`src/rtl/wseq_pkg.sv`:
```
`default_nettype none
// ============================================================================
// Module      : wseq_pkg
// Description : State typedef, encodings and next-state function for the
//               wseq sequence-detector FSM bank.
// Revision    : 1.0 - initial release
// ============================================================================
package wseq_pkg;

    typedef enum logic [2:0] {
        ST_A = 3'b000,
        ST_B = 3'b001,
        ST_C = 3'b010,
        ST_D = 3'b011,
        ST_E = 3'b100,
        ST_F = 3'b101
    } wseq_state_e;

    localparam logic [2:0] C_ST_A = 3'b000;
    localparam logic [2:0] C_ST_B = 3'b001;
    localparam logic [2:0] C_ST_C = 3'b010;
    localparam logic [2:0] C_ST_D = 3'b011;
    localparam logic [2:0] C_ST_E = 3'b100;
    localparam logic [2:0] C_ST_F = 3'b101;

    // Unused codes 110/111 fall back to A.
    function automatic logic [2:0] wseq_next(input logic [2:0] s, input logic w);
        logic [2:0] n;
        case (s)
            C_ST_A:  n = w ? C_ST_A : C_ST_B;
            C_ST_B:  n = w ? C_ST_D : C_ST_C;
            C_ST_C:  n = w ? C_ST_D : C_ST_E;
            C_ST_D:  n = w ? C_ST_A : C_ST_F;
            C_ST_E:  n = w ? C_ST_D : C_ST_E;
            C_ST_F:  n = w ? C_ST_D : C_ST_C;
            default: n = C_ST_A;
        endcase
        return n;
    endfunction

endpackage
`default_nettype wire

```
`src/rtl/wseq_fsm_ch.sv`:
```
`default_nettype none
// ============================================================================
// Module      : wseq_fsm_ch
// Description : One FSM channel: state register, Moore z decode and an
//               optional saturating hit counter (built when WSEQ_HITCNT_EN
//               is defined).
// Revision    : 1.0 - initial release
// ============================================================================
module wseq_fsm_ch
    import wseq_pkg::*;
#(
    parameter int CNT_W = 8
) (
    input  logic             clk,
    input  logic             rst,
    input  logic             i_en,
    input  logic             i_w,
    input  logic             i_clr,
    output logic [2:0]       o_state,
    output logic             o_z,
    output logic [CNT_W-1:0] o_hit_cnt
);

    logic [2:0] r_state;

    always_ff @(posedge clk) begin
        if (rst) begin
            r_state <= C_ST_A;
        end else if (i_en) begin
            r_state <= wseq_next(r_state, i_w);
        end
    end

    assign o_state = r_state;
    assign o_z     = (r_state == C_ST_E) || (r_state == C_ST_F);

`ifdef WSEQ_HITCNT_EN
    localparam logic [CNT_W-1:0] C_CNT_MAX = {CNT_W{1'b1}};

    logic             w_hit;
    logic [CNT_W-1:0] r_hit_cnt;

    assign w_hit = i_en && (r_state == C_ST_D) && !i_w;

    // Clear has priority over a coincident hit; count saturates.
    always_ff @(posedge clk) begin
        if (rst || i_clr) begin
            r_hit_cnt <= '0;
        end else if (w_hit && (r_hit_cnt != C_CNT_MAX)) begin
            r_hit_cnt <= r_hit_cnt + CNT_W'(1);
        end
    end

    assign o_hit_cnt = r_hit_cnt;
`else
    logic w_unused_clr;

    assign w_unused_clr = i_clr;
    assign o_hit_cnt    = '0;
`endif

endmodule
`default_nettype wire

```
`src/rtl/wseq_fsm_bank.sv`:
```
`default_nettype none
// ============================================================================
// Module      : wseq_fsm_bank
// Description : Bank of NCH independent wseq FSM channels. Hit counters are
//               built only when macro WSEQ_HITCNT_EN is defined.
// Revision    : 1.0 - initial release
// ============================================================================
module wseq_fsm_bank
    import wseq_pkg::*;
#(
    parameter int NCH   = 4,
    parameter int CNT_W = 8
) (
    input  logic                 clk,
    input  logic                 reset,
    input  logic [NCH-1:0]       en,
    input  logic [NCH-1:0]       w,
    input  logic [NCH-1:0]       clr,
    output logic [3*NCH-1:0]     state_o,
    output logic [NCH-1:0]       z,
    output logic [CNT_W*NCH-1:0] hit_cnt
);

    generate
        for (genvar i = 0; i < NCH; i++) begin : g_ch
            wseq_fsm_ch #(
                .CNT_W (CNT_W)
            ) u_ch (
                .clk       (clk),
                .rst       (reset),
                .i_en      (en[i]),
                .i_w       (w[i]),
                .i_clr     (clr[i]),
                .o_state   (state_o[3*i +: 3]),
                .o_z       (z[i]),
                .o_hit_cnt (hit_cnt[CNT_W*i +: CNT_W])
            );
        end
    endgenerate

endmodule
`default_nettype wire

```
`config.mk`:
```
export PLATFORM = sky130hd
export DESIGN_NAME = wseq_fsm_bank
export DESIGN_NICKNAME = d
export VERILOG_FILES = /design/src/rtl/wseq_pkg.sv /design/src/rtl/wseq_fsm_ch.sv /design/src/rtl/wseq_fsm_bank.sv
export SDC_FILE = /design/constraint.sdc
export NUM_CORES = 1
export LEC_CHECK = 0
export CAP_MARGIN = 15
export CORE_MARGIN = 5
export CORE_UTILIZATION = 40
export CTS_BUF_LIST = sky130_fd_sc_hd__clkbuf_4
export CTS_CLUSTER_SIZE = 40
export DETAILED_ROUTE_END_ITERATION = 10
export PLACE_DENSITY = 0.91
export SYNTH_ARGS = -nofsm -noshare
export SYNTH_HDL_FRONTEND = slang
export SYNTH_SLANG_ARGS = --single-unit
```
`constraint.sdc`:
```
create_clock -name clk -period 3.6 [get_ports clk]
set_input_delay 0.72 -clock clk [delete_from_list [all_inputs] [get_ports clk]]
set_output_delay 0.72 -clock clk [all_outputs]
set_load 0.005 [all_outputs]
```
## After elaboration in Yosys (flattened, before gate mapping)

Cells that the tools add are included.

- Equal/unequal tests: 20
- Mux-type cells: 20
- Reductions and logical operators: 16

Operators with widths:

| kind | count |
|---|---|
| $pmux 3 s4 | 4 |
| $eq 3x2->1 const B | 8 |
| $eq 3x3->1 const B | 8 |
| $mux 3 | 8 |
| $reduce_or 2->1 | 8 |
| $eq 3x1->1 const B | 4 |
| $logic_not 3->1 | 4 |
| $mux 1 | 8 |
| $logic_or 1x1->1 | 4 |

- Input bits: 14
- Flip-flop bits (word level): 12

## Depth between registers and ports, before layout

- Word-level depth: 3
- Mapped depth: 3

## By module

A second synthesis with hierarchy kept.

- Cells, all modules: 132
- Area, all modules: 1026.0 um^2

By module, submodules not included:

| module | instances | cells each | area an instance (um^2) | seq. area each (um^2) |
|---|---|---|---|---|
| wseq_fsm_ch | 4 | 33 | 256.5 | 60.1 |

## Worst setup path after synthesis

No wires, ideal clock.

- Kind: input to register
- Start: input port w[1]
- End: register g_ch[1].u_ch.r_state[0]
- Required time: 3526 ps
- Arrival time: 1435 ps
- Slack: 2091 ps
- Stages on the path: 3
- Buffers on the path: 0
- Library setup time: 74 ps
- Cell sequence: nor2b_1 > or4b_1 > a31oi_1

- Cells in the longest elaborated chain, start to end: 2
- Elaborated cells between the ends (all ways): 5
- Classes of those cells: 5 x mux

Ends and longest elaborated chain:

| item | line | text |
|---|---|---|
| start, declared | wseq_fsm_bank.sv:17 | `input logic [NCH-1:0] w,` |
| $mux 1 (tied with other cells) | wseq_pkg.sv:31, wseq_pkg.sv:35 |  |
| $pmux 3 s4 * | wseq_pkg.sv:29 | `case (s)` |
| end signal, assigned | wseq_fsm_ch.sv:30 | `r_state <= wseq_next(r_state, i_w);` |
| end, declared | wseq_fsm_ch.sv:24 | `logic [2:0] r_state;` |

Mark *: on every way between the ends. The rest lies on a longest branch, timed or not.
A chain may end at the register's enable or synchronous reset.

## Final worst setup path

- Start: register g_ch[2].u_ch.r_state[2]
- End: output port z[2]

- Cells in the longest elaborated chain, start to end: 2
- Elaborated cells between the ends (all ways): 3
- Classes of those cells: 2 x eq/ne; 1 x reduce/logical

Ends and longest elaborated chain:

| item | line | text |
|---|---|---|
| start, declared | wseq_fsm_ch.sv:24 |  |
| start signal, assigned | wseq_fsm_ch.sv:30 |  |
| $eq 3x3->1 | wseq_fsm_ch.sv:35 | `assign o_z = (r_state == C_ST_E) \|\| (r_state == C_ST_F);` |
| $logic_or 1x1->1 * | wseq_fsm_ch.sv:35 |  |
| end, declared | wseq_fsm_bank.sv:20 | `output logic [NCH-1:0] z,` |

Marks and branches as above.

==> metrics.md <==
| Metric | Value |
|---|---|
| Antenna Nets Post-Route | 0 |
| CP Class | reg -> out |
| Worst setup SP type | flop |
| Die width | 59.55 um |
| Routability cong. | 0.8360 |
| PD cells | 273.9 mW/mm^2 |
| Placed Cells | 174 |
| Root buffer cell | clkbuf_4 |
| Post-Route WL | 1936 um |
| Vias in the first global route | 631 |
| Fillers | 251 |
| Ys async rst share | 0 |
| Global-route wire length before repair | 2794 um |
| CTS H-tree lvls | 1 |
| Post-synth top cells | buf_4, dfxtp_1, nor2b_1, a21oi_1 |
| Largest buffer count on any clock path | 2 |
| Largest delay contributor family on the critical path | buffers and inverters |
| Avg Cell Area, Syn | 7.858 sq um |
| Fmax achieved | 456.3 MHz |
| Status | finished clean |
| CP cell instances | nor2b_1 > clkdlybuf4s50_1 |
| Worst EP arrival | 1.47 ns |
| Syn Std Cell Area | 982.2 sq um |
| Worst EP required | 2.88 ns |
| TritonCTS clock tree | done |
| Top FF cell, synth | dfxtp_1 |
| Cells resized by post-CTS repair | 0 |
| Via count | 839 |
| Synth area leader | buf_4 |
| Area fraction of the dominant cell type after synthesis | 0.2752 |
| Clock transition at the registers of the reported paths | 0.08 ns |
| Residual DRC count | 0 |
| Area Overhead vs Synth | 15.92% |
| Worst Skew | 0.006555 ns |
| Via density | 4.713 |
| DRT Pass-1 Iters | 6 |
| 1st-iter DRT viols | 50 |
| Max Cap Viol | 0 |
| Tot Pwr | 311.8 uW |
| Post-layout util | 0.4725 |
| Stages on the worst setup path | 2 |
| DP Area | 0.001112 sq mm |
| Final Hold Viols | 0 |
| Post-Route Setup TNS | 0 ns |
| Wire per inst | 10.88 um |
| Layout Cells excl Fill | 178 |
| CTS Sinks | 12 |
| Final Net Count | 163 |
| IO buf count | 25 |
| Hold_buf cts | 0 |
| Synth Register Bits | 12 |
| Hold depth | 2 |
| Number of flip-flops in the largest register | 12 |
| Synth cell types | 25 |
| Crit. End Element | primary output |
| CTS Buf Count | 3 |
| I/O pin count | 62 |
| Worst reg2reg path depth | 3 |
| EDFF count, synth | 0 |
| Layout cells sized above 1 | 0.02027 |
| Antenna violations before repair | 0 |
| Hold Path Class | reg -> reg |
| Slowest CP cell | clkdlybuf4s50_1 |
| Clk Latency, worst-skew pair | 0.28 ns |
| Antenna diode count | 0 |
| Standard-cell rows | 18 |
| Critical Path Max Stage Delay | 0.54 ns |
| Final Cycle Share | 0.6087 |
| Seq/Total Area, Yosys | 0.2446 |
| Final Setup Violations | 0 |
| Max VDD drop | 0.1477 mV |
| Crit-path max FO | 7 |
| Layout Cell Area excl Fill | 0.001139 sq mm |
| Number of setup buffers added after CTS | 0 |
| Full die area | 0.003546 sq mm |
| Starting Density | 0.4076 |
| Post-Syn Instances | 125 |
| Dpl hpwl | 1445 um |
| Grt total ovfl | 0 |
| CP Buf/Inv Count | 1 |
| Synth top area cells | buf_4, dfxtp_1, nor2b_1, nor3b_1, o31ai_1 |
| Max Slew Vio Count | 0 |
| Die Ht | 59.55 um |
| Synth Warn # | 0 |
| RSZ-0062 raised after global routing | no |
| Core ar. | 0.002410 sq mm |
| Leakage | 0.0004594 uW |
| Largest net degree at the start of global routing | 13 |
| Total GRT Usage | 0.1039 |
| Most common cell in the netlist | buf_4 |
| Min Tclk post-route | 2.191 ns |
## stage by stage
step | worst slack [ns] | hold WS, ns
2_1_floorplan | 2.091 | 0.5130
3_3_place_gp | 1.485 | 0.5435
3_5_place_dp | 1.443 | 0.5506
4_1_cts | 1.403 | 0.5587
5_1_grt | 1.342 | 0.5899
6_report | 1.409 | 0.5617
## cell type report
class / count / area, sq um / share of cell area
Clock buffer: 3 / 22.52 / 0.01978
Clock inverter: 1 / 3.754 / 0.003297
Inverter: 4 / 15.01 / 0.01319
Multi-Input combinational cell: 103 / 569.3 / 0.5000
Sequential cell: 12 / 240.2 / 0.2110
Tap cell: 30 / 37.54 / 0.03297
Timing Repair Buffer: 25 / 250.2 / 0.2198
## final timing paths
path	startpoint	end	slack [ns]
setup reg to reg	g_ch[1].u_ch.o_state[1]	g_ch[1].u_ch.o_state[0]	2.34
setup / recovery	g_ch[2].u_ch.o_state[2]	z[2]	1.41
hold reg to reg	g_ch[2].u_ch.o_state[0]	g_ch[2].u_ch.o_state[0]	0.56
hold / removal	g_ch[2].u_ch.o_state[0]	g_ch[2].u_ch.o_state[0]	0.56
## power breakdown
part	internal (uW)	leakage, uW	switching [uW]
Combinational	39.1	0.000346	33.6
Clock	40.2	0.0000154	47.0
Sequential	140	0.0000978	12.3
## per-layer routing
layer | vias to the layer above | wire length (um) | track usage
met5 | - | 0 | 0
li1 | 421 | - | -
met3 | 2 | 205 | 0.04139
met4 | 0 | 13 | 0.03797
met2 | 41 | 881 | 0.1591
met1 | 375 | 835 | 0.1311
## kinds of logic (layout without fill, tap and decap cells)
group / count (synthesis) / count (layout) / synth area share
buffers and inverters: 41 / 33 / 0.2943
AO/OA/AOI/OAI: 31 / 31 / 0.1962
other: 1 / 32 / 0.003818
flip-flops: 12 / 12 / 0.2446
AND/OR/NAND/NOR: 40 / 40 / 0.2612
## cell usage in the layout (no fill, tap or decap), types with 4 or more instances in the layout
cell	n
nor3b_1	7
dfxtp_1	12
o21ai_0	6
a21oi_1	9
conb_1	32
clkdlybuf4s50_1	25
inv_1	4
o31ai_1	7
or3_1	4
nor2b_1	10
nor2_1	7
## tightest hold or removal path: stages, from the launching register on
cell and delay, ns:
dfxtp_1 0.36, o31ai_1 0.08, a31oi_1 0.07
(Power assumes the default switching activity.)
